[config.mk]
export PLATFORM = sky130hd
export DESIGN_NAME = icmp_rx
export DESIGN_NICKNAME = d
export VERILOG_FILES = /design/src/rtl/icmp_rx.sv
export SDC_FILE = /design/constraint.sdc
export NUM_CORES = 1
export LEC_CHECK = 0
export CORE_MARGIN = 10
export CORE_UTILIZATION = 55
export DETAILED_ROUTE_END_ITERATION = 8
export PLACE_DENSITY_LB_ADDON = 0.08
export SLEW_MARGIN = 10
export SYNTH_ARGS = -nofsm -noshare
export SYNTH_HDL_FRONTEND = slang
export SYNTH_SLANG_ARGS = --single-unit
[constraint.sdc]
create_clock -name i_clk -period 2.37 [get_ports i_clk]
set_clock_uncertainty 0.2 [all_clocks]
set_input_delay 0.474 -clock i_clk [delete_from_list [all_inputs] [get_ports i_clk]]
set_output_delay 0.474 -clock i_clk [all_outputs]
set_load 0.005 [all_outputs]
[src/rtl/icmp_rx.sv]
// Receive-side ICMP echo-request parser: validates type/code/length (and the
// checksum when ICMP_RX_CHECKSUM_EN is defined) and emits a reply trigger.
module icmp_rx #(
  parameter logic [7:0]  P_ICMP_TYPE_REQ = 8'd8,
  parameter logic [15:0] P_MIN_LEN       = 16'd8
) (
  input  logic        i_clk,
  input  logic        i_rst,
  input  logic [7:0]  i_icmp_data,
  input  logic        i_icmp_valid,
  input  logic        i_icmp_last,
  output logic        o_trig_reply,
  output logic [15:0] o_trig_seq,
  output logic [15:0] o_trig_id,
  output logic        o_rx_err
);

  typedef enum logic [2:0] {IDLE, RECV, FOLD1, FOLD2, DECIDE, DRAIN} state_e;

  state_e      state_q, state_d;
  logic [15:0] count_q, count_d;
  logic [7:0]  type_q, type_d;
  logic [7:0]  code_q, code_d;
  logic [15:0] id_cap_q, id_cap_d;
  logic [15:0] seq_cap_q, seq_cap_d;
  logic        ovl_q, ovl_d;
  logic        ovl_last_q, ovl_last_d;
  logic        reply_q, err_q;
  logic [15:0] seq_q, id_q;
  logic        accept_c, reject_c;
  logic        csum_ok;

  logic beat, overlap_beat, enter_idle, ovl_seen, ovl_closed;

  assign beat         = i_icmp_valid && ((state_q == IDLE) || (state_q == RECV));
  assign overlap_beat = i_icmp_valid &&
                        ((state_q == FOLD1) || (state_q == FOLD2) || (state_q == DECIDE));
  assign enter_idle   = (state_q != IDLE) && (state_d == IDLE);

  // A violating frame whose last beat already arrived during the decision
  // window needs no drain; otherwise discard through its last beat.
  assign ovl_seen   = ovl_q || overlap_beat;
  assign ovl_closed = overlap_beat ? i_icmp_last : ovl_last_q;

  always_ff @(posedge i_clk) begin
    if (i_rst) state_q <= IDLE;
    else       state_q <= state_d;
  end

  always_comb begin
    state_d = state_q;
    case (state_q)
      IDLE:    if (i_icmp_valid) state_d = i_icmp_last ? FOLD1 : RECV;
      RECV:    if (i_icmp_valid && i_icmp_last) state_d = FOLD1;
      FOLD1:   state_d = FOLD2;
      FOLD2:   state_d = DECIDE;
      DECIDE:  state_d = (ovl_seen && !ovl_closed) ? DRAIN : IDLE;
      DRAIN:   if (i_icmp_valid && i_icmp_last) state_d = IDLE;
      default: state_d = IDLE;
    endcase
  end

  always_comb begin
    accept_c = 1'b0;
    reject_c = 1'b0;
    if (state_q == DECIDE && type_q == P_ICMP_TYPE_REQ && code_q == 8'd0) begin
      if (count_q >= P_MIN_LEN && csum_ok) accept_c = 1'b1;
      else                                 reject_c = 1'b1;
    end
  end

  always_comb begin
    count_d    = count_q;
    type_d     = type_q;
    code_d     = code_q;
    id_cap_d   = id_cap_q;
    seq_cap_d  = seq_cap_q;
    ovl_d      = ovl_q;
    ovl_last_d = ovl_last_q;
    if (enter_idle) begin
      count_d    = '0;
      type_d     = '0;
      code_d     = '0;
      ovl_d      = 1'b0;
      ovl_last_d = 1'b0;
    end else if (beat) begin
      count_d = (count_q == '1) ? count_q : count_q + 16'd1;
      case (count_q)
        16'd0:   type_d           = i_icmp_data;
        16'd1:   code_d           = i_icmp_data;
        16'd4:   id_cap_d[15:8]   = i_icmp_data;
        16'd5:   id_cap_d[7:0]    = i_icmp_data;
        16'd6:   seq_cap_d[15:8]  = i_icmp_data;
        16'd7:   seq_cap_d[7:0]   = i_icmp_data;
        default: ;
      endcase
    end else if (overlap_beat) begin
      ovl_d      = 1'b1;
      ovl_last_d = i_icmp_last;
    end
  end

  always_ff @(posedge i_clk) begin
    if (i_rst) begin
      count_q    <= '0;
      type_q     <= '0;
      code_q     <= '0;
      id_cap_q   <= '0;
      seq_cap_q  <= '0;
      ovl_q      <= 1'b0;
      ovl_last_q <= 1'b0;
    end else begin
      count_q    <= count_d;
      type_q     <= type_d;
      code_q     <= code_d;
      id_cap_q   <= id_cap_d;
      seq_cap_q  <= seq_cap_d;
      ovl_q      <= ovl_d;
      ovl_last_q <= ovl_last_d;
    end
  end

`ifdef ICMP_RX_CHECKSUM_EN
  logic [31:0] acc_q, acc_d;
  logic [7:0]  hi_q, hi_d;

  always_comb begin
    acc_d = acc_q;
    hi_d  = hi_q;
    if (enter_idle) begin
      acc_d = '0;
    end else if (beat) begin
      if (!count_q[0]) begin
        hi_d = i_icmp_data;
        if (i_icmp_last) acc_d = acc_q + {16'h0000, i_icmp_data, 8'h00};
      end else begin
        acc_d = acc_q + {16'h0000, hi_q, i_icmp_data};
      end
    end else if (state_q == FOLD1 || state_q == FOLD2) begin
      acc_d = {16'h0000, acc_q[31:16]} + {16'h0000, acc_q[15:0]};
    end
  end

  always_ff @(posedge i_clk) begin
    if (i_rst) begin
      acc_q <= '0;
      hi_q  <= '0;
    end else begin
      acc_q <= acc_d;
      hi_q  <= hi_d;
    end
  end

  assign csum_ok = (acc_q[15:0] == 16'hFFFF);
`else
  assign csum_ok = 1'b1;
`endif

  always_ff @(posedge i_clk) begin
    if (i_rst) begin
      reply_q <= 1'b0;
      err_q   <= 1'b0;
      seq_q   <= '0;
      id_q    <= '0;
    end else begin
      reply_q <= accept_c;
      err_q   <= reject_c;
      if (accept_c) begin
        seq_q <= seq_cap_q;
        id_q  <= id_cap_q;
      end
    end
  end

  assign o_trig_reply = reply_q;
  assign o_rx_err     = err_q;
  assign o_trig_seq   = seq_q;
  assign o_trig_id    = id_q;

endmodule

== After elaboration in Yosys (flattened, before gate mapping) ==
Index checks and enable logic that the tools add are counted.

* Flip-flop bits (word level): 103
* Logic and storage cells: 69

* $add $sub $neg: 1
* Magnitude comparators: 1
* Equality and inequality tests: 12
* Mux-type cells: 10
* Bitwise logic cells: 4
* Reductions and logical operators: 27

{| class="wikitable"
|+ Operators with widths
! kind !! count
|-
| == test 16 x 3 -> 1 bit (second input constant) || 4
|-
| case mux 3 bit (6 select lines) || 1
|-
| adder 16 x 1 -> 16 bit (second input constant) || 1
|-
| == test 16 x 1 -> 1 bit (second input constant) || 1
|-
| == test 16 bit (second input constant) || 1
|-
| greater-or-equal comparator 16 x 4 -> 1 bit (second input constant) || 1
|-
| zero test 16 bit || 1
|-
| 2-to-1 mux 3 bit || 4
|-
| AND reduction 3 bit || 4
|-
| == test 8 x 4 -> 1 bit (second input constant) || 1
|-
| zero test 8 bit || 1
|-
| AND reduction 2 bit || 4
|-
| logical AND 1 bit || 7
|-
| == test 3 x 2 -> 1 bit (second input constant) || 2
|-
| == test 3 bit (second input constant) || 2
|-
| zero test 3 bit || 2
|-
| logical OR 1 bit || 4
|-
| 2-to-1 mux 1 bit || 4
|-
| inverter 1 bit || 4
|-
| OR reduction 2 bit || 2
|-
| == test 3 x 1 -> 1 bit (second input constant) || 1
|-
| nonzero test 3 bit || 1
|-
| 2-to-1 mux 2 bit || 1
|-
| zero test 1 bit || 1
|}

== Longest topological paths before layout ==
* Depth after elaboration: 13
* Gate-level depth with buffers: 7
* Depth with buffers taken out: 6

== Least setup slack after synthesis ==
Ideal clock, no wire load.

* Path kind: input-to-reg
* Start point: input i_icmp_valid
* End point: register id_cap_q[10]
* Library setup time: 0.132 ns
* Arrival time: 1.666 ns
* Required time: 2.038 ns
* Path slack: 0.372 ns
* Cell stages on the path: 6
* Buffers on the path: 2
* Path through: or3b_4 buf_6 or3_1 buf_2 o21ai_1 a21oi_1

* Longest elaborated chain between the ends: 10
* Elaborated cells on any way between the ends: 16
* Those cells by class: mux: 6; bitwise: 1; reduce/logical: 9

{| class="wikitable"
|+ Ends and longest elaborated chain
! item !! line !! source
|-
| from (decl) || 10 || <nowiki>input logic i_icmp_valid,</nowiki>
|-
| logical AND 1 bit || 36 || <nowiki>assign overlap_beat = i_icmp_valid &&</nowiki>
|-
| 2-to-1 mux 1 bit || -- ||
|-
| zero test 1 bit || 57 || <nowiki>DECIDE: state_d = (ovl_seen && !ovl_closed) ? DRAIN : IDLE;</nowiki>
|-
| logical AND 1 bit || 57 ||
|-
| 2-to-1 mux 3 bit || 57 ||
|-
| case mux 3 bit (6 select lines) || 52 || <nowiki>case (state_q)</nowiki>
|-
| zero test 3 bit || 38 || <nowiki>assign enter_idle = (state_q != IDLE) && (state_d == IDLE);</nowiki>
|-
| logical AND 1 bit || 38 ||
|-
| inverter 1 bit (no line) || -- ||
|-
| AND reduction 3 bit (no line) * || -- ||
|-
| to (signal assigned) || 116 || <nowiki>id_cap_q <= id_cap_d;</nowiki>
|-
| to (decl) || 24 || <nowiki>logic [15:0] id_cap_q, id_cap_d;</nowiki>
|}

Every way passes the cells marked *; elsewhere a longest branch is shown, timed or not.
A chain may end at the register's enable or synchronous reset.

== Worst setup path after layout ==
* Start point: input i_icmp_valid
* End point: register id_cap_q[4]

Same word-level chain as after synthesis.

==> run_results.csv <==
group,metric,value,unit
placed_design,portBuffers,45,
die,start_util,0.557,
synthesis,ys_ff_latch,103,
drt,wl,12100,microns
sta,finalCriticalPeriod,2.32,ns
grt,grt-ovfl-total,0,
cells_and_area,seq_area,0.00206,sq mm
power,p_int,2.30,mW
grt,grt_start_max_net_pins,70,
die,die_h,114,microns
synthesis,synth_nets,580,
synthesis,yosysSeqAreaShare,0.429,
clocking,clock_sinks,103,
drt,routed-via-count,4427,
die,dieArea,0.0129,sq mm
die,die_x,114,microns
clocking,cts_tree,"built",
synthesis,yosysTopAreaCellShare,0.429,
setup_path,startpoint,"i_icmp_valid",
cells_and_area,antennaDiodeCount,0,
synthesis,synth_cell_types,49,
drt,wl_per_cell,17.1,microns
cells_and_area,multi_input_area,0.00242,sq mm
setup_path,end_kind,"flip-flop",
setup_path,crit_type,"in2reg",
setup_path,cp_max_fo,8,
cells_and_area,area.growth.synth_to_final,17.1,%
synthesis,synth_ff_type,"dfxtp_1",
synthesis,synth_commonest_cells,"dfxtp_1, a21oi_1, nand3_1, clkbuf_1",
grt,grt_usage,0.183,
clocking,clk_path_buf_depth,2,
sta,timing.final.hold_violations,0,
synthesis,synth-edff-count,0,
power,p_sw,935,uW
synthesis,synth_cells,564,
sta,finalSetupViolations,0,
sta,relSlewSlack,0.530,
sta,drv_slew,0,
clocking,postCtsSetupRepairBufs,0,
synthesis,yosys.area.top_type,"dfxtp_1",
drt,drt_iter0_markers,254,
placed_design,dp_hpwl,8320,microns
power,power_frac_clock,0.329,
min_path,hold_class,"reg2reg",
die,row_count,34,
synthesis,syn_area_per_cell,8.53,sq um
run_status,outcome,"finished, final reports clean",
setup_path,reg2reg_from,"state_q[2]$_SDFF_PP0_",
grt,grt_pass1_wl,20300,microns
drt,drt.antenna.violating_nets,0,
cells_and_area,nets,613,
clocking,ctsHtreeMaxLevel,3,
synthesis,synthTopCellsByArea,"dfxtp_1, a21oi_1, nand3_1, o31ai_1, nand4_1",
sta,fmax,432,MHz
clocking,cts-root-buf,"clkbuf_8",
grt,grt_pass1_vias,4110,
die,core,0.00864,sq mm
run,cap_violations,0,
sta,post-route-period-util,0.977,
min_path,min_from,"o_trig_seq[0]$_SDFFE_PP0P_",
clocking,cts_hold_buffers,0,
synthesis,ys.warnings.count,0,
clocking,post_cts_resized,0,
synthesis,syn_area,0.00481,sq mm
clocking,path_clk_slew,0.10,ns
power,combPwrFrac,0.120,
cells_and_area,drive_gt1_frac,0.125,
power,seqPwrFrac,0.551,
power,ir_worst_vdd,329,uV
drt,vias_per_cell,6.24,
placed_design,gp_congestion,0.921,
clocking,clock_latency,0.37,ns
power,total_leakage_power,1.72,nW
synthesis,yosysMostFrequentCell,"dfxtp_1",
grt,antenna_found_initial,0,
setup_path,cp_data_arrival_time,2.34,ns
cells_and_area,final_area,0.00563,sq mm
cells_and_area,utilization,0.652,
clocking,cts_buffers,9,
power,power.density,574,mW/mm^2
drt,post-route-drc-count,0,
sta,whs,0.268,ns
power,switching_share,0.289,
cells_and_area,fillers,738,
setup_path,crit_path_start_kind,"input port",
sta,tightest_slew,0.705,ns
setup_path,worstPathRequired,2.40,ns
drt,drtPass1Iterations,5,
synthesis,async_flop_share,0,
die,io_pins,46,
placed_design,place_area,0.00544,sq mm
sta,rsz0062_at_grt,"false",
[placed cells by master, fill, tap and decap left out, drive strengths merged, types with 4 or more instances in the layout]
cell and count:
nor4 9, ha 4, mux2i 8, nand2 13, or3 5, clkbuf 10, nand3 57, nor3 11
and3 5, o211ai 16, o31ai 36, o21ai 54, or4 6, nand4 36, buf 36, dfxtp 103
clkinv 4, inv 17, a21oi 96, nor2 7, clkdlybuf4s50 44
[final cells by class]
class / instances / area share
multi-input combinational: 388 / 0.429
inverter: 15 / 0.0100
tap: 108 / 0.0240
clock buffer: 10 / 0.0227
timing repair buffer: 80 / 0.137
sequential: 103 / 0.366
clock inverter: 6 / 0.0111
[sequential cells by signal, summed over array words and instances (netlist names)]
signal,cells
type_q,8
o_trig_id,16
ovl_q,1
code_q,8
o_trig_reply,1
o_trig_seq,16
state_q,3
ovl_last_q,1
seq_cap_q,16
id_cap_q,16
count_q,16
o_rx_err,1
[metal layers]
layer | vias to the layer above | GRT usage | wire [microns] | share of wire
met4 | 0 | 0.0491 | 127 | 0.010
met1 | 2110 | 0.229 | 5450 | 0.45
met3 | 12 | 0.0378 | 568 | 0.047
li1 | 2198 | - | - | -
met5 | - | 0 | 0 | 0
met2 | 107 | 0.312 | 5960 | 0.49
[power groups by stage]
stage | clock [mW] | sequential, mW | combinational [mW]
after detailed placement | 0 | 1.82 | 0.388
after global placement | 0 | 1.82 | 0.375
after global routing | 1.16 | 1.79 | 0.425
after floorplan | 0 | 1.81 | 0.262
final | 1.06 | 1.78 | 0.389
after CTS | 1.09 | 1.78 | 0.388
[cell families after synthesis]
family,Yosys count,share of synthesized area
AOI/OAI and AO/OA,213,0.265
buffers and inverters,73,0.0684
muxes,9,0.0190
and+or+nand+nor,162,0.208
DFF,103,0.429
adders and majority gates,4,0.0104
[path summary, 6_finish.rpt]
path | endpoint | slack, ns | cells after the start
max | id_cap_q[4]$_SDFFE_PP0P_ | 0.05 | 6
min | o_trig_seq[0]$_SDFFE_PP0P_ | 0.27 | 2
max reg2reg | id_cap_q[4]$_SDFFE_PP0P_ | 0.19 | 5
min reg2reg | o_trig_seq[0]$_SDFFE_PP0P_ | 0.27 | 2
[per-stage QoR]
step	setup TNS, ns	worst slack (ns)	total power, mW	instances
6_report	0	0.0546	3.24	710
5_1_grt	0	0.00141	3.37	710
3_5_place_dp	-9.86	-0.296	2.21	694
2_1_floorplan	0	0.372	2.08	564
3_3_place_gp	-8.40	-0.244	2.20	694
4_1_cts	0	0.0802	3.26	710
[worst max-delay path: stages]
cell	delay, ns
clkdlybuf4s50_1	0.49
or3b_4	0.43
buf_12	0.16
or3_1	0.49
o21ai_1	0.21
a21oi_1	0.08
Note: power is estimated with default switching activity, not from simulation.
